$ cat src/rtl/seq_detect_sched.sv
// Round-robin scheduler sharing one serial "1101" Moore detector among NUM_REQ requesters.
// A granted word is shifted MSB-first. Overlapping matches are counted and reported with a done pulse.
module seq_detect_sched #(
  parameter int NUM_REQ   = 2,
  parameter int WORD_BITS = 8,
  parameter int CNT_BITS  = 4,
  parameter int ID_BITS   = 1
) (
  input  logic                           clk,
  input  logic                           n_rst,
  input  logic [NUM_REQ-1:0]             req,
  input  logic [NUM_REQ*WORD_BITS-1:0]   req_data,
  output logic [NUM_REQ-1:0]             grant,
  output logic                           busy,
  output logic                           det_o,
  output logic                           done,
  output logic [ID_BITS-1:0]             done_id,
  output logic [CNT_BITS-1:0]            match_count,
  output logic                           found
);

  localparam int BC_BITS = $clog2(WORD_BITS + 1);
  localparam int IW      = (NUM_REQ > 1) ? $clog2(NUM_REQ) : 1;
  localparam logic [BC_BITS-1:0]  LAST_CNT = BC_BITS'(WORD_BITS);
  localparam logic [CNT_BITS-1:0] CNT_MAX  = '1;
  localparam logic [NUM_REQ-1:0]  ONE_REQ  = NUM_REQ'(1);

  typedef enum logic [1:0] {IDLE, SHIFT, DONE} state_t;
  typedef enum logic [2:0] {S0, S1, S11, S110, S1101} det_t;

  state_t                state_reg, state_next;
  det_t                  det_reg, det_next;
  logic [WORD_BITS-1:0]  shift_reg;
  logic [BC_BITS-1:0]    bit_cnt_reg;
  logic [CNT_BITS-1:0]   match_cnt_reg;
  logic [ID_BITS-1:0]    last_grant_reg;

  logic                  sel_valid;
  logic [ID_BITS-1:0]    sel_id;
  logic [WORD_BITS-1:0]  sel_word;
  logic                  shifting;

  logic [WORD_BITS-1:0]  words [NUM_REQ];

  for (genvar gi = 0; gi < NUM_REQ; gi++) begin : g_words
    assign words[gi] = req_data[gi*WORD_BITS +: WORD_BITS];
  end

  // Scan from the requester after the last grant, wrapping, and take the first one asking.
  always_comb begin
    int         idx;
    logic [IW-1:0] idx_w;
    idx       = 0;
    idx_w     = '0;
    sel_valid = 1'b0;
    sel_id    = last_grant_reg;
    sel_word  = words[0];
    for (int i = 1; i <= NUM_REQ; i++) begin
      idx   = (int'(last_grant_reg) + i) % NUM_REQ;
      idx_w = IW'(idx);
      if (!sel_valid && req[idx_w]) begin
        sel_valid = 1'b1;
        sel_id    = ID_BITS'(idx);
        sel_word  = words[idx_w];
      end
    end
  end

  always_comb begin
    det_next = S0;
    case (det_reg)
      S0:      det_next = shift_reg[WORD_BITS-1] ? S1    : S0;
      S1:      det_next = shift_reg[WORD_BITS-1] ? S11   : S0;
      S11:     det_next = shift_reg[WORD_BITS-1] ? S11   : S110;
      S110:    det_next = shift_reg[WORD_BITS-1] ? S1101 : S0;
      S1101:   det_next = shift_reg[WORD_BITS-1] ? S11   : S0;
      default: det_next = S0;
    endcase
  end

  assign shifting = (state_reg == SHIFT) && (bit_cnt_reg != LAST_CNT);

  always_comb begin
    state_next = state_reg;
    case (state_reg)
      IDLE:    if (sel_valid) state_next = SHIFT;
      SHIFT:   if (bit_cnt_reg == LAST_CNT) state_next = DONE;
      DONE:    state_next = IDLE;
      default: state_next = IDLE;
    endcase
  end

  always_ff @(posedge clk or negedge n_rst) begin
    if (!n_rst) state_reg <= IDLE;
    else        state_reg <= state_next;
  end

  always_ff @(posedge clk or negedge n_rst) begin
    if (!n_rst) begin
      grant          <= '0;
      busy           <= 1'b0;
      det_o          <= 1'b0;
      done           <= 1'b0;
      done_id        <= '0;
      match_count    <= '0;
      found          <= 1'b0;
      det_reg        <= S0;
      shift_reg      <= '0;
      bit_cnt_reg    <= '0;
      match_cnt_reg  <= '0;
      last_grant_reg <= ID_BITS'(NUM_REQ - 1);
    end else begin
      grant <= '0;
      done  <= 1'b0;
      busy  <= (state_next != IDLE);
      if (state_reg == IDLE && sel_valid) begin
        shift_reg      <= sel_word;
        det_reg        <= S0;
        det_o          <= 1'b0;
        bit_cnt_reg    <= '0;
        match_cnt_reg  <= '0;
        last_grant_reg <= sel_id;
        grant          <= ONE_REQ << sel_id;
      end else if (shifting) begin
        shift_reg   <= shift_reg << 1;
        det_reg     <= det_next;
        det_o       <= (det_next == S1101);
        bit_cnt_reg <= bit_cnt_reg + 1'b1;
        if (det_next == S1101 && match_cnt_reg != CNT_MAX)
          match_cnt_reg <= match_cnt_reg + 1'b1;
      end else if (state_reg == SHIFT) begin
        // Final SHIFT edge: the last bit was consumed on the previous edge, so publish results.
        done        <= 1'b1;
        done_id     <= last_grant_reg;
        match_count <= match_cnt_reg;
        found       <= (match_cnt_reg != '0);
      end
    end
  end

endmodule

$ cat config.mk
export PLATFORM = sky130hd
export DESIGN_NAME = seq_detect_sched
export DESIGN_NICKNAME = d
export VERILOG_FILES = /design/src/rtl/seq_detect_sched.sv
export SDC_FILE = /design/constraint.sdc
export NUM_CORES = 1
export LEC_CHECK = 0
export ABC_AREA = 1
export CAP_MARGIN = 20
export CORE_AREA = 10 10 72 74
export DETAILED_ROUTE_END_ITERATION = 16
export DIE_AREA = 0 0 82 84
export PLACE_DENSITY_LB_ADDON = 0.15
export RECOVER_POWER = 100
export SKIP_CTS_REPAIR_TIMING = 1
export SYNTH_ARGS = -nofsm -noshare
export SYNTH_HDL_FRONTEND = slang
export SYNTH_SLANG_ARGS = --single-unit
export TNS_END_PERCENT = 1
$ cat constraint.sdc
create_clock -name clk -period 1.6 [get_ports clk]
set_input_delay 0.32 -clock clk [delete_from_list [all_inputs] [get_ports clk]]
set_output_delay 0.32 -clock clk [all_outputs]
set_load 0.05 [all_outputs]
==> results.json <==
{
  "outcome": "completed",
  "first_iter_violations": 98,
  "reg2reg_setup_slack_ns": 0.15,
  "synth.area.mux_share": 0,
  "ys_seq_area_frac": 0.4256,
  "post_synth_inst_count": 268,
  "final_antenna_violating_net_count": 0,
  "cp-end-kind": "register",
  "synth.ff_latch_count": 33,
  "clk_root_buffer_cell": "clkbuf_8",
  "vias": 1716,
  "p_leak_nw": 1.275,
  "p_clk_frac": 0.141,
  "comb_power_frac": 0.508,
  "routability_congestion_estimate": 0.8892,
  "crit_slowest_cell": "dfrtp_1",
  "placedInstanceArea_sq_mm": 0.002336,
  "finalMaxSlewViolations": 0,
  "detail_route.vias_per_cell": 4.727,
  "syn_to_final_growth_pct": 21.38,
  "combinational_family_with_the_most_area_after_synthesis": "simple AND/OR/NAND/NOR gates",
  "placementRows": 23,
  "worst-slew-pin-transition_ns": 0.8086,
  "cp_cell_sequence": "inv_1 > ha_1 > nand2_1 > o21ai_2 > nand2_4 > inv_4 > nor2_1 > nand2_1 > nand2_1",
  "detail_route.first_pass.iterations": 4,
  "final_hold_fails": 0,
  "mappedNetlistArea_sq_mm": 0.001943,
  "crit_top_cell": "nand2_1",
  "start_util": 0.5039,
  "timing.final.setup_violations": 0,
  "grt_setup_unrepaired": "false",
  "critPathKind": "reg -> reg",
  "synth_top_cell_area_share": 0.4121,
  "cp.required_ns": 1.76,
  "setup_ws_ns": 0.1496,
  "diodes": 0,
  "final_net_count": 336,
  "cts_max_level": 2,
  "power.density_mw_per_mm2": 1755,
  "core_region_area_sq_mm": 0.003856,
  "grt_use_total": 0.1340,
  "layout_common_cells": "nand2_1, dfrtp_1, inv_1, nand3_1, nor2_1",
  "layout.core_utilization": 0.6116,
  "clkTransAtPathRegs_ns": 0.06,
  "drt_drc_violations_left": 0,
  "preCtsSetupSlack_ns": -0.1005,
  "period_needed_ns": 1.450,
  "hold-worst-slack_ns": 0.4712,
  "finalPower_mw": 4.138,
  "max_freq_mhz": 689.5,
  "period_share": 0.9065,
  "synth-warning-count": 0,
  "worst-r2r-cell-count": 9,
  "critical_path.startpoint_type": "register",
  "hold-path-cell-count": 1,
  "tritoncts_clock_tree": "yes",
  "total_of_max_cap_violations": 0,
  "timing.hold.worst_endpoint": "bit_cnt_reg[3]",
  "largest_reg_flops": 8,
  "antenna_found_initial": 0,
  "global_route.overflow_total": 0,
  "maxSlewHeadroom": 0.4609,
  "regToRegEndpoint": "shift_reg[5]",
  "port_buffers": 30,
  "synth_simple_gate_area_frac": 0.3342,
  "synthDominantAreaCellType": "dfrtp_1",
  "die_y_microns": 84,
  "layout-drive-gt1-share": 0.1406,
  "synth_xor_xnor_area_share": 0.009015,
  "yosys.cell_types.count": 28,
  "mappedNetlistNets": 292,
  "netlist_top_cells_area": "dfrtp_1, nand2_1, nand3_1",
  "die_w_microns": 82,
  "reg2reg_from": "bit_cnt_reg[0]",
  "first_global_vias": 1703,
  "clk-insertion-delay-late_ns": 0.28,
  "fin_area_sq_mm": 0.002359,
  "cp.arrival_ns": 1.61,
  "synthesis.area_per_instance_sq_um": 7.250,
  "min-delay-start": "bit_cnt_reg[3]",
  "final_common_cell": "nand2_1",
  "drt-wirelength-per-cell_microns": 11.50,
  "timing.hold.worst.class": "reg -> reg",
  "grt_max_degree": 34,
  "synth_compound_area_frac": 0.09208,
  "internal-power_mw": 2.203,
  "finalWirelength_microns": 4175,
  "cp_slowest_stage_delay_ns": 0.43,
  "synth_adder_area_share": 0.02576,
  "die_area_sq_mm": 0.006888,
  "skew_ns": 0.004901,
  "cts-buffers-inserted": 5,
  "ir_drop_v": 0.001100,
  "startpoint": "bit_cnt_reg[0]",
  "grt_pass1_wl_microns": 7514,
  "switchingPower_mw": 1.935,
  "swShare": 0.4677,
  "seq_power_share": 0.352,
  "dp_hpwl_microns": 3248,
  "numClockSinks": 33,
  "boundaryPins": 31,
  "clk_path_buf_depth": 2,
  "critPathMaxFanout": 16
}
## layout make-up
class | instances | area, sq um
inverter | 40 | 155.1
timing repair buffer | 45 | 342.8
sequential | 33 | 827.0
tap | 50 | 62.56
fill | 377 | 1498
multi-input combinational | 187 | 888.4
clock inverter | 2 | 10.01
clock buffer | 6 | 72.57
## cells in the mapped netlist
cell type / instances
nor2_2: 2
inv_1: 30
ha_1: 4
nor2_1: 23
xor2_1: 2
o21ai_4: 1
buf_2: 3
nand2_2: 2
inv_2: 3
o21bai_4: 1
a31oi_1: 1
buf_4: 1
nor2_4: 1
nand2_1: 95
dfstp_2: 1
inv_4: 1
buf_6: 4
a21oi_1: 5
o21ai_0: 14
o211ai_1: 2
a31o_1: 1
nand2_4: 3
o21ai_2: 1
o21ai_1: 2
nand3_1: 26
nand4_1: 1
dfrtp_1: 32
clkinv_1: 6
## metal layers
metal | track usage | routed length [microns] | up-vias
met1 | 0.1706 | 2004 | 771
li1 | - | - | 915
met5 | 0 | 0 | -
met4 | 0.03715 | 37 | 0
met2 | 0.2019 | 1914 | 26
met3 | 0.05388 | 219 | 4
## power by group through the flow
stage	Sequential, mW	Combinational, mW	Clock [mW]
finish	1.45	2.10	0.582
global route	1.51	2.41	0.648
CTS	1.45	2.23	0.610
detailed placement	1.46	2.22	0
global placement	1.45	2.19	0
floorplan	1.73	1.34	0
## worst max path at each step
stage	endpoint	slack (ns)	cells past startpoint
finish	shift_reg[5]	0.15	9
floorplan	shift_reg[6]	0.25	10
CTS	shift_reg[5]	0.13	9
global route	shift_reg[6]	0.01	9
global placement	shift_reg[7]	-0.08	10
detailed placement	shift_reg[7]	-0.10	10
## cell families after synthesis
kind of cell	count (synthesis)
AO/OA/AOI/OAI	28
adder cells (fa/ha/maj)	4
XOR/XNOR	2
AND/OR/NAND/NOR	153
buffers and inverters	48
flip-flops	33
## critical path: cells and delay by family, from the launching register on
family / cells / cell delay, ns
DFF: 1 / 0.43
and+or+nand+nor: 5 / 0.36
buffers and inverters: 2 / 0.23
AOI/OAI and AO/OA: 1 / 0.18
adders and majority gates: 1 / 0.14
## through the flow
| step | cells | TNS (ns) |
|---|---|---|
| finish | 363 | 0 |
| global route | 363 | 0 |
| CTS | 363 | 0 |
| detailed placement | 355 | -1.115 |
| global placement | 355 | -0.8876 |
| floorplan | 268 | 0 |
Note: power is estimated with default switching activity, not from simulation.
